File: src/rtl/fifo_word_uart_tx_if.sv
// Handshake bundle between the word FIFO read port and the UART TX serializer.
// master = serializer side, slave = FIFO / board side.
interface fifo_word_uart_tx_if #(
  parameter int BIT_DEPTH = 32
);
  logic                 fifo_empty;
  logic [BIT_DEPTH-1:0] value_to_read;
  logic                 enable_read;
  logic                 tx;
  logic                 busy;
  logic                 word_done;

  modport master (
    input  fifo_empty,
    input  value_to_read,
    output enable_read,
    output tx,
    output busy,
    output word_done
  );

  modport slave (
    output fifo_empty,
    output value_to_read,
    input  enable_read,
    input  tx,
    input  busy,
    input  word_done
  );
endinterface

File: src/rtl/fifo_word_uart_tx.sv
// Pops FIFO words and sends them LSB byte first as back-to-back 8N1 UART frames.
// Optional even parity bit per byte when UART_PARITY_EN is defined (8E1).
module fifo_word_uart_tx #(
  parameter int BIT_DEPTH      = 32,
  parameter int BYTES_PER_WORD = 4,
  parameter int CLKS_PER_BIT   = 868
) (
  input  logic                  clk,
  input  logic                  rst_n,
  fifo_word_uart_tx_if.master   bus
);
  localparam int                CNT_W     = $clog2(CLKS_PER_BIT);
  localparam logic [CNT_W-1:0]  CNT_LAST  = CNT_W'(CLKS_PER_BIT - 1);
  localparam int                BYTE_W    = (BYTES_PER_WORD > 1) ? $clog2(BYTES_PER_WORD) : 1;
  localparam logic [BYTE_W-1:0] BYTE_LAST = BYTE_W'(BYTES_PER_WORD - 1);

  generate
    if (BIT_DEPTH != 8 * BYTES_PER_WORD) begin : g_bad_width
      $error("BIT_DEPTH must equal 8*BYTES_PER_WORD");
    end
    if (CLKS_PER_BIT < 2) begin : g_bad_baud
      $error("CLKS_PER_BIT must be at least 2");
    end
  endgenerate

  typedef enum logic [2:0] {
    IDLE,
    POP,
    LOAD,
    START,
    DATA,
`ifdef UART_PARITY_EN
    PARITY,
`endif
    STOP
  } state_t;

  state_t                state_q;
  logic [CNT_W-1:0]      cnt_q;
  logic [2:0]            bit_idx_q;
  logic [BYTE_W-1:0]     byte_idx_q;
  logic [BIT_DEPTH-1:0]  word_q;
  logic                  par_q;
  logic                  tx_q;
  logic                  enable_read_q;
  logic                  busy_q;
  logic                  word_done_q;
  logic                  bit_end;

  assign bit_end = (cnt_q == CNT_LAST);

  always_ff @(posedge clk or negedge rst_n) begin
    if (!rst_n) begin
      state_q       <= IDLE;
      cnt_q         <= '0;
      bit_idx_q     <= '0;
      byte_idx_q    <= '0;
      par_q         <= 1'b0;
      tx_q          <= 1'b1;
      enable_read_q <= 1'b0;
      busy_q        <= 1'b0;
      word_done_q   <= 1'b0;
    end else begin
      enable_read_q <= 1'b0;
      word_done_q   <= 1'b0;
      case (state_q)
        IDLE: begin
          tx_q <= 1'b1;
          if (!bus.fifo_empty) begin
            state_q       <= POP;
            enable_read_q <= 1'b1;
            busy_q        <= 1'b1;
          end
        end
        POP: state_q <= LOAD;
        LOAD: begin
          byte_idx_q <= '0;
          cnt_q      <= '0;
          tx_q       <= 1'b0;
          state_q    <= START;
        end
        START: begin
          if (bit_end) begin
            cnt_q     <= '0;
            bit_idx_q <= '0;
            par_q     <= 1'b0;
            tx_q      <= word_q[0];
            state_q   <= DATA;
          end else begin
            cnt_q <= cnt_q + CNT_W'(1);
          end
        end
        DATA: begin
          if (bit_end) begin
            cnt_q <= '0;
            par_q <= par_q ^ word_q[0];
            if (bit_idx_q == 3'd7) begin
`ifdef UART_PARITY_EN
              tx_q    <= par_q ^ word_q[0];
              state_q <= PARITY;
`else
              tx_q    <= 1'b1;
              state_q <= STOP;
`endif
            end else begin
              // word_q shifts on this same edge, so bit [1] is the next bit out
              bit_idx_q <= bit_idx_q + 3'd1;
              tx_q      <= word_q[1];
            end
          end else begin
            cnt_q <= cnt_q + CNT_W'(1);
          end
        end
`ifdef UART_PARITY_EN
        PARITY: begin
          if (bit_end) begin
            cnt_q   <= '0;
            tx_q    <= 1'b1;
            state_q <= STOP;
          end else begin
            cnt_q <= cnt_q + CNT_W'(1);
          end
        end
`endif
        STOP: begin
          if (bit_end) begin
            cnt_q <= '0;
            if (byte_idx_q != BYTE_LAST) begin
              byte_idx_q <= byte_idx_q + BYTE_W'(1);
              tx_q       <= 1'b0;
              state_q    <= START;
            end else begin
              byte_idx_q  <= '0;
              word_done_q <= 1'b1;
              busy_q      <= 1'b0;
              state_q     <= IDLE;
            end
          end else begin
            cnt_q <= cnt_q + CNT_W'(1);
          end
        end
        default: begin
          tx_q    <= 1'b1;
          busy_q  <= 1'b0;
          state_q <= IDLE;
        end
      endcase
    end
  end

  // Bytes go out LSB first and bits LSB first, so the whole word is one right-shift stream.
  always_ff @(posedge clk) begin
    if (state_q == LOAD) begin
      word_q <= bus.value_to_read;
    end else if (state_q == DATA && bit_end) begin
      word_q <= word_q >> 1;
    end
  end

  assign bus.tx          = tx_q;
  assign bus.enable_read = enable_read_q;
  assign bus.busy        = busy_q;
  assign bus.word_done   = word_done_q;
endmodule

File: src/flat_wrapper.sv
// flat-port wrapper written by rule: the top's interface ports become plain ports
module fifo_word_uart_tx_flat 
#(
  parameter int BIT_DEPTH      = 32,
  parameter int BYTES_PER_WORD = 4,
  parameter int CLKS_PER_BIT   = 868
)
  (clk, rst_n, bus_fifo_empty, bus_value_to_read, bus_enable_read, bus_tx, bus_busy, bus_word_done);
  fifo_word_uart_tx_if #(.BIT_DEPTH(BIT_DEPTH)) bus_i ();
  input  logic clk;
  input  logic rst_n;
  input wire logic [$bits(bus_i.fifo_empty)-1:0] bus_fifo_empty;
  input wire logic [$bits(bus_i.value_to_read)-1:0] bus_value_to_read;
  output wire logic [$bits(bus_i.enable_read)-1:0] bus_enable_read;
  output wire logic [$bits(bus_i.tx)-1:0] bus_tx;
  output wire logic [$bits(bus_i.busy)-1:0] bus_busy;
  output wire logic [$bits(bus_i.word_done)-1:0] bus_word_done;
  assign bus_i.fifo_empty = bus_fifo_empty;
  assign bus_i.value_to_read = bus_value_to_read;
  assign bus_enable_read = bus_i.enable_read;
  assign bus_tx = bus_i.tx;
  assign bus_busy = bus_i.busy;
  assign bus_word_done = bus_i.word_done;
  fifo_word_uart_tx #(.BIT_DEPTH(BIT_DEPTH), .BYTES_PER_WORD(BYTES_PER_WORD), .CLKS_PER_BIT(CLKS_PER_BIT)) u_core (.clk(clk), .rst_n(rst_n), .bus(bus_i));
endmodule
File: config.mk
export PLATFORM = sky130hd
export DESIGN_NAME = fifo_word_uart_tx_flat
export DESIGN_NICKNAME = d
export VERILOG_FILES = /design/src/rtl/fifo_word_uart_tx_if.sv /design/src/rtl/fifo_word_uart_tx.sv /design/src/flat_wrapper.sv
export SDC_FILE = /design/constraint.sdc
export NUM_CORES = 1
export LEC_CHECK = 0
export CAP_MARGIN = 5
export CORE_MARGIN = 5
export CORE_UTILIZATION = 35
export DETAILED_ROUTE_END_ITERATION = 12
export DONT_BUFFER_PORTS = 1
export GPL_TIMING_DRIVEN = 0
export PLACE_DENSITY = 0.57
export SLEW_MARGIN = 20
export SYNTH_ARGS = -nofsm -noshare
export SYNTH_HDL_FRONTEND = slang
export SYNTH_SLANG_ARGS = --single-unit
File: constraint.sdc
create_clock -name clk -period 5.47 [get_ports clk]
set_input_delay 1.3675 -clock clk [delete_from_list [all_inputs] [get_ports clk]]
set_output_delay 1.3675 -clock clk [all_outputs]
set_load 0.02 [all_outputs]
==> results of run 1 <==
[placed cells by master (no fill, tap or decap), drive strengths merged, types with 2 or more instances in the layout]
cell,count
nor2,9
and4,2
buf,10
and3,4
edfxtp,32
nand4,4
nand3,9
dfrtp,21
nand2b,4
o21ai,8
and2,5
mux2,34
nor3,4
a211oi,2
a211o,2
a41oi,2
a22o,3
a31oi,8
mux2i,2
ha,4
nand2,14
a21oi,4
nor4,2
inv,5
clkbuf,6
[area by class of cell]
type	instances	area [µm²]
buffer	10	70.1
clock buffer	5	68.8
clock inverter	3	47.5
fill	722	4370
inverter	3	11.3
multi-input combinational	133	1060
sequential	54	1510
tap	99	124
timing repair buffer	1	27.5
[routing by layer]
layer / routed length (µm) / GRT usage / vias up
met5: 13 / 0 / -
li1: - / - / 778
met2: 2250 / 0.159 / 40
met3: 280 / 0.0367 / 6
met4: 31 / 0.0227 / 2
met1: 2440 / 0.156 / 801
[through the flow]
| stage | cells | utilization |
|---|---|---|
| final | 308 | 0.401 |
| after global routing | 308 | 0.401 |
| after CTS | 308 | 0.401 |
| after detailed placement | 300 | 0.385 |
| after global placement | 299 | 0.380 |
| after floorplan | 200 | - |
[sequential cells by signal, indices dropped and copies added (netlist names)]
| signal | count |
|---|---|
| u_core.bus.word_done | 1 |
| u_core.bus.tx | 1 |
| u_core.bit_idx_q | 3 |
| u_core.bus.enable_read | 1 |
| u_core.cnt_q | 10 |
| u_core.bus.busy | 1 |
| u_core.state_q | 3 |
| u_core.word_q | 32 |
| u_core.byte_idx_q | 2 |
[power breakdown]
part	leakage, nW	total, mW	switching (mW)	internal, mW
Combinational	0.439	0.477	0.252	0.226
Clock	0.0591	0.281	0.141	0.140
Sequential	0.589	0.660	0.0564	0.604
[cells by family after synthesis]
group | count (synthesis) | synth area share
xor gates and xnor gates | 1 | 0.00331
AOI/OAI and AO/OA | 34 | 0.0928
muxes | 36 | 0.154
buffers and inverters | 13 | 0.0308
and+or+nand+nor | 58 | 0.128
DFF | 54 | 0.572
adders and majority gates | 4 | 0.0189
[worst min path at each step]
stage                                                from                               to  slack (ns)  cells past startpoint
after floorplan               u_core.cnt_q[9]$_DFFE_PN0P_      u_core.cnt_q[9]$_DFFE_PN0P_        0.46                      1
after global placement    u_core.bit_idx_q[2]$_DFFE_PN0P_  u_core.bit_idx_q[2]$_DFFE_PN0P_        0.49                      1
after CTS                     u_core.cnt_q[9]$_DFFE_PN0P_      u_core.cnt_q[9]$_DFFE_PN0P_        0.51                      1
after global routing          u_core.cnt_q[9]$_DFFE_PN0P_      u_core.cnt_q[9]$_DFFE_PN0P_        0.55                      1
final                     u_core.bit_idx_q[1]$_DFFE_PN0P_  u_core.bit_idx_q[1]$_DFFE_PN0P_        0.52                      1
after detailed placement  u_core.bit_idx_q[1]$_DFFE_PN0P_  u_core.bit_idx_q[1]$_DFFE_PN0P_        0.49                      1
==> impl_metrics.tcl, run 1 <==
set metrics [dict create \
    status "completed" \
    ctsHoldBuffers 0 \
    fin_tns_setup_ns 0 \
    antenna_found_initial 1 \
    netlist_top_cells_count "32 x edfxtp_1, 32 x mux2_2, 21 x dfrtp_1" \
    final_nets 247 \
    firstDrtPassIters 4 \
    ant_nets 0 \
    worst_pin_slew_ns 0.704 \
    synth_edf_count 32 \
    synth_cell_types 48 \
    avgSynthCellArea_um2 13.2 \
    drc_errors 0 \
    p_leak_nw 1.09 \
    port_buffers 0 \
    slew_headroom 0.528 \
    root_buffer "clkbuf_8" \
    drv_cap 0 \
    crit_path_start "u_core.bus.tx$_DFFE_PN1P_" \
    die_x_um 96.9 \
    dp_hpwl_um 3560 \
    place_area_um2 2810 \
    cts_resized 0 \
    finalMaxSlewViolations 0 \
    peakVddDrop_mv 0.189 \
    grt_pass1_vias 1591 \
    initial_core_util 0.363 \
    cts_setup_buffers 0 \
    reg2regPathDepth 6 \
    worstHoldPathType "reg2reg" \
    worstReg2RegStart "u_core.cnt_q[7]$_DFFE_PN0P_" \
    grt_setup_unrepaired "false" \
    fin_hold_ws_ns 0.518 \
    final_hold_viol_count 0 \
    diodes 0 \
    drive_above_1_share 0.311 \
    insertion_delay_ns 0.31 \
    worst-path-stages 0 \
    path_clk_slew_ns 0.11 \
    cts_tree "done" \
    ys_seq_elements 54 \
    crit_arrival_ns 0.92 \
    syn_to_final_growth_pct 10.6 \
    skew_ns 0.0108 \
    final_cell_area_um2 2920 \
    die_h_um 96.9 \
    r2r_end "u_core.word_q[14]$_DFFE_PP_" \
    syn_inst 200 \
    r2r_slack_ns 3.26 \
    min_period_ns 2.29 \
    synth_top_area_frac 0.363 \
    finalSetupViolCount 0 \
    path_class "reg2out" \
    pre_cts_slack_ns 3.24 \
    synth_fp_nets 239 \
    endpoint_kind "output pin" \
    total_power_mw 1.42 \
    netlist_area_um2 2640 \
    cts_buffers 5 \
    cts_buffer_depth 2 \
    coreArea_um2 7290 \
    ys.warnings.count 0 \
    grt_max_degree 25 \
    die_area_um2 9390 \
    grt_pass1_wl_um 8400 \
    drt-total-wl_um 5020 \
    cp-start-kind "flop" \
    rows 31 \
    cp_max_fo 2 \
    gp_congestion 0.794 \
    cp-endpoint "bus_tx" \
    grt_usage 0.109 \
    grt_overflow 0 \
    num_io_pins 39 \
    power.density_cell_area_nw_per_um2 485 \
    htreeDepth 2 \
    synthArstFlopShare 0.407 \
    ys_seq_area_frac 0.572 \
    clock-sinks 54 \
    drt_iter0_markers 86 \
    synth.top_cells.by_area "edfxtp_1 36%, dfrtp_1 20%, mux2_2 14%" \
    crit_required_ns 4.10 \
    yosysTopAreaCell "edfxtp_1" \
    synth-main-ff-cell "edfxtp_1" \
    max_freq_mhz 437 \
    fin_ws_ns 3.18 \
    wire_per_inst_um 16.3 \
    via_count 1627 \
    finalCritPeriodShare 0.419 \
    via_per_inst 5.28 \
]
Note: power is estimated with default switching activity, not from simulation.
==> run 2, diff against run 1 <==
Settings changed: PLACE_DENSITY 0.57 to 0.59.
Clock period 5.47 ns to 2.05 ns, I/O delays scaled along.
==> run 2 against run 1 <==
Compared with the run above: combinational power rose to 2.8 times the previous value; non-clock buffer count up 4; setup slack worse by 3.0 ns; global-route usage up 0.14 points; via count up 0.74%; sequential cell count unchanged; sequential share of layout area down 0.40 points; total power rose to 2.6 times the previous value; critical path type is now reg2reg; largest power group unchanged.
==> impl_metrics.tcl, run 2 (synthesis results as in run 1) <==
set metrics [dict create \
    cts_buffers 5 \
    grt_pass1_wl_um 8390 \
    drc_errors 0 \
    drt_iter0_markers 71 \
    endpoint_kind "flop" \
    cts_buffer_depth 2 \
    root_buffer "clkbuf_8" \
    diodes 0 \
    crit_required_ns 2.08 \
    fin_hold_ws_ns 0.0410 \
    coreArea_um2 7290 \
    firstDrtPassIters 4 \
    final_nets 252 \
    p_leak_nw 1.09 \
    cts_tree "done" \
    port_buffers 0 \
    finalCritPeriodShare 0.929 \
    critPathTopFamily "simple AND/OR/NAND/NOR gates" \
    cp-start-kind "flop" \
    path_buf_inv 2 \
    crit_path_max_incr_delay_ns 0.45 \
    status "completed" \
    gp_congestion 0.802 \
    worst_pin_slew_ns 0.730 \
    min_period_ns 1.90 \
    dp_hpwl_um 3400 \
    place_inst 299 \
    regMostFlops "u_core.word_q" \
    skew_ns 0.00704 \
    grt_pass1_vias 1596 \
    slew_headroom 0.510 \
    via_count 1639 \
    fillers 730 \
    cp_slowest_cell "dfrtp_1" \
    ant_nets 0 \
    worstHoldPathType "in2async" \
    clock-sinks 54 \
    drt-total-wl_um 5100 \
    peakVddDrop_mv 0.619 \
    crit_arrival_ns 1.94 \
    via_per_inst 5.24 \
    met3_wirelength_um 261 \
    wl_met1_um 2420 \
    syn_to_final_growth_pct 11.4 \
    path_class "reg2reg" \
    post-route-util 0.404 \
    top_layer_used "met5" \
    grt_setup_unrepaired "false" \
    antenna_found_initial 1 \
    fin_cells 313 \
    htreeDepth 2 \
    largest_reg_flops 32 \
    final_cell_mix "32 x mux2_2, 32 x edfxtp_1, 21 x dfrtp_1" \
    dr_wl_met2_um 2350 \
    crit_chain "nor4_2, and4_1, buf_6, nand3_4, a21oi_4, buf_4" \
    drive_above_1_share 0.327 \
    cp_max_fo 7 \
    grt_overflow 0 \
    finalMaxSlewViolations 0 \
    grt_max_degree 22 \
    max_freq_mhz 525 \
    wire_per_inst_um 16.3 \
    path_clk_slew_ns 0.09 \
    reg_top3 "u_core.word_q x32, u_core.cnt_q x10" \
    power.density_cell_area_nw_per_um2 1250 \
    num_io_pins 39 \
    initial_core_util 0.363 \
    final_hold_viol_count 0 \
    die_h_um 96.9 \
    insertion_delay_ns 0.31 \
    die_x_um 96.9 \
    die_area_um2 9390 \
    finalSetupViolCount 0 \
    rows 31 \
    grt_usage 0.110 \
    drv_cap 0 \
]
## run 2: cell count changes in the layout (fill, tap and decap cells not counted)
cell / delta
clkinv_1: +1
a21oi_4: +1
buf_12: +1
buf_2: +1
buf_16: -1
bufinv_16: -1
nand3_1: -1
clkinv_4: +2
inv_6: -2
buf_4: +3
nand3_4: +1
## run 2: metrics by stage
step | instance area, µm² | TNS [ns] | worst slack [ns] | power [mW]
after detailed placement | 2790 | -12.31 | -0.386 | 3.02
after CTS | 2950 | 0 | 0.138 | 3.75
after global routing | 2950 | 0 | 0.0638 | 3.93
final | 2950 | 0 | 0.146 | 3.68
after floorplan | 2670 | -1.84 | -0.0574 | 2.76
after global placement | 2790 | -12.09 | -0.378 | 3.01
## run 2: area by class of cell
type,count,area (µm²),area share
clock inverter,3,21.3,0.00722
timing repair buffer,5,47.5,0.0161
tap,99,124,0.0421
sequential,54,1510,0.514
multi-input combinational,134,1090,0.370
clock buffer,5,68.8,0.0234
inverter,3,11.3,0.00382
buffer,10,70.1,0.0238
## run 2: final timing paths
| check | from | endpoint | slack, ns | cells past startpoint |
|---|---|---|---|---|
| worst min register to register | u_core.cnt_q[9]$_DFFE_PN0P_ | u_core.cnt_q[9]$_DFFE_PN0P_ | 0.51 | 1 |
| worst max-delay path | u_core.cnt_q[2]$_DFFE_PN0P_ | u_core.word_q[24]$_DFFE_PP_ | 0.15 | 6 |
| max in group asynchronous | rst_n | u_core.state_q[0]$_DFFE_PN0P_ | 1.55 | 1 |
| worst min-delay path | rst_n | u_core.bus.tx$_DFFE_PN1P_ | 0.04 | 0 |
| min in group clk | bus_fifo_empty | u_core.bus.enable_read$_DFF_PN0_ | 0.29 | 1 |
| worst max register to register | u_core.cnt_q[2]$_DFFE_PN0P_ | u_core.word_q[24]$_DFFE_PP_ | 0.15 | 6 |
## run 2: what timing repair did
item                       CTS  global route
buffers inserted             4             0
setup endpoints to repair   32             0
hold buffers                 1             0
resized for setup            1             0
hold endpoints to repair    21             0
## run 2: metal layers
| layer | track usage | vias up |
|---|---|---|
| met1 | 0.151 | 794 |
| met2 | 0.168 | 40 |
| met4 | 0.0292 | 2 |
| met5 | 0 | - |
| met3 | 0.0338 | 9 |
| li1 | - | 794 |
## run 2: where the power goes
part	switching (mW)	total [mW]	internal, mW
combinational	0.701	1.34	0.636
clock	0.345	0.586	0.241
sequential	0.150	1.76	1.61
==> run 3, diff against run 2 <==
Settings changed: SKIP_CTS_REPAIR_TIMING set to 1.
==> run 3 against run 2 <==
Compared with the run above: register-to-register slack about the same; core utilization is 0.31 points higher; setup slack got worse by 0.011 ns; global-route usage is 0.65 points lower; die area is the same; routed wire length rose by 2.0%; sequential share of layout area decreased by 0.39 points; hold slack is essentially flat; non-clock buffer count decreased by 1; sequential power barely moved; critical path type unchanged; critical endpoint is now u_core.word_q[0]$_DFFE_PP_; highest routed layer unchanged.
==> impl_metrics.tcl, run 3 (synthesis results as in run 1) <==
set metrics [dict create \
    status "completed" \
    path_class "reg2reg" \
    pwr-share-seq 0.477 \
    crit_chain "nor4_2, and4_1, buf_6, nand3_4, a21oi_4, buf_12" \
    drc_errors 0 \
    grt_usage 0.103 \
    power.density_cell_area_nw_per_um2 1250 \
    drive_above_1_share 0.319 \
    critPathTopFamily "simple AND/OR/NAND/NOR gates" \
    finalMaxSlewViolations 0 \
    p_comb_frac 0.365 \
    syn_to_final_growth_pct 12.3 \
    die_x_um 96.9 \
    max_freq_mhz 522 \
    worstReg2RegStart "u_core.cnt_q[2]$_DFFE_PN0P_" \
    final_cell_mix "32 x mux2_2, 32 x edfxtp_1, 21 x dfrtp_1" \
    pwr-share-clk 0.158 \
    p_int_mw 2.49 \
    root_buffer "clkbuf_8" \
    via_count 1635 \
    num_io_pins 39 \
    initial_core_util 0.363 \
    cts_tree "done" \
    p_sw_mw 1.20 \
    rows 31 \
    via_per_inst 5.24 \
    die_area_um2 9390 \
    pre_cts_slack_ns -0.386 \
    cts_buffers 5 \
    p_leak_nw 1.10 \
    grt_pass1_vias 1547 \
    finalSetupViolCount 0 \
    reg2regPathDepth 6 \
    peakVddDrop_mv 0.619 \
    place_area_um2 2790 \
    dp_hpwl_um 3400 \
    dr_wl_met2_um 2390 \
    post-route-util 0.407 \
    top_layer_used "met5" \
    skew_ns 0.00661 \
    crit_path_max_incr_delay_ns 0.45 \
    swShare 0.326 \
    antenna_found_initial 1 \
    place_inst 299 \
    fin_cells 312 \
    die_h_um 96.9 \
    insertion_delay_ns 0.30 \
    firstDrtPassIters 4 \
    cts_buffer_depth 2 \
    drv_cap 0 \
    min_period_ns 1.92 \
    grt_pass1_wl_um 8000 \
    final_hold_viol_count 0 \
    port_buffers 0 \
    r2r_end "u_core.word_q[0]$_DFFE_PP_" \
    ant_nets 0 \
    wire_per_inst_um 16.7 \
    diodes 0 \
    final_nets 251 \
    r2r_slack_ns 0.13 \
    gp_congestion 0.802 \
    path_buf_inv 2 \
    cp_slowest_cell "dfrtp_1" \
    worst_pin_slew_ns 0.697 \
    finalCritPeriodShare 0.934 \
    total_power_mw 3.70 \
    grt_max_degree 33 \
    reg_top3 "u_core.word_q x32, u_core.cnt_q x10" \
    grt_setup_unrepaired "false" \
    drt-total-wl_um 5200 \
    clock-sinks 54 \
    slew_headroom 0.532 \
    met3_wirelength_um 278 \
    cp_max_fo 16 \
    cp-start-kind "flop" \
    endpoint_kind "flop" \
    drt_iter0_markers 96 \
    crit_required_ns 2.07 \
    largest_reg_flops 32 \
    worstHoldPathType "in2async" \
    grt_overflow 0 \
    fin_ws_ns 0.135 \
    regMostFlops "u_core.word_q" \
    htreeDepth 2 \
    crit_arrival_ns 1.94 \
    path_clk_slew_ns 0.09 \
    wl_met1_um 2480 \
    coreArea_um2 7290 \
    final_cell_area_um2 2970 \
]
==> run 3: stage by stage <==
stage / hold WS (ns) / setup TNS (ns)
after CTS: -0.122 / -13.18
after global placement: 0.218 / -12.09
after floorplan: 0.217 / -1.84
final: 0.0414 / 0
after global routing: 0.0234 / 0
after detailed placement: 0.218 / -12.31
==> run 3: layout make-up <==
type / count / area [µm²]
Fill cell: 732 / 4320
Sequential cell: 54 / 1510
Multi-Input combinational cell: 134 / 1090
Tap cell: 99 / 124
Timing Repair Buffer: 4 / 70.1
Buffer: 10 / 70.1
Clock buffer: 5 / 68.8
Clock inverter: 3 / 21.3
Inverter: 3 / 11.3
==> run 3: layer usage <==
layer | vias up | global-route usage
li1 | 789 | -
met1 | 791 | 0.147
met2 | 46 | 0.151
met3 | 7 | 0.0331
met4 | 2 | 0.0281
met5 | - | 0
==> run 3: worst max path at each step <==
stage                                   to  cells past startpoint                   startpoint
3_3_place_gp   u_core.word_q[19]$_DFFE_PP_                      5  u_core.cnt_q[2]$_DFFE_PN0P_
2_1_floorplan   u_core.word_q[0]$_DFFE_PP_                      5  u_core.cnt_q[2]$_DFFE_PN0P_
3_5_place_dp    u_core.word_q[3]$_DFFE_PP_                      5  u_core.cnt_q[2]$_DFFE_PN0P_
4_1_cts        u_core.word_q[25]$_DFFE_PP_                      5  u_core.cnt_q[2]$_DFFE_PN0P_
6_report        u_core.word_q[0]$_DFFE_PP_                      6  u_core.cnt_q[2]$_DFFE_PN0P_
5_1_grt        u_core.word_q[24]$_DFFE_PP_                      6  u_core.cnt_q[2]$_DFFE_PN0P_
==> run 3: power by group through the flow <==
stage	clock [mW]	sequential, mW	combinational (mW)
6_report	0.586	1.76	1.35
5_1_grt	0.657	1.79	1.49
4_1_cts	0.619	1.77	1.24
3_5_place_dp	0	1.79	1.23
3_3_place_gp	0	1.79	1.22
2_1_floorplan	0	1.75	1.01
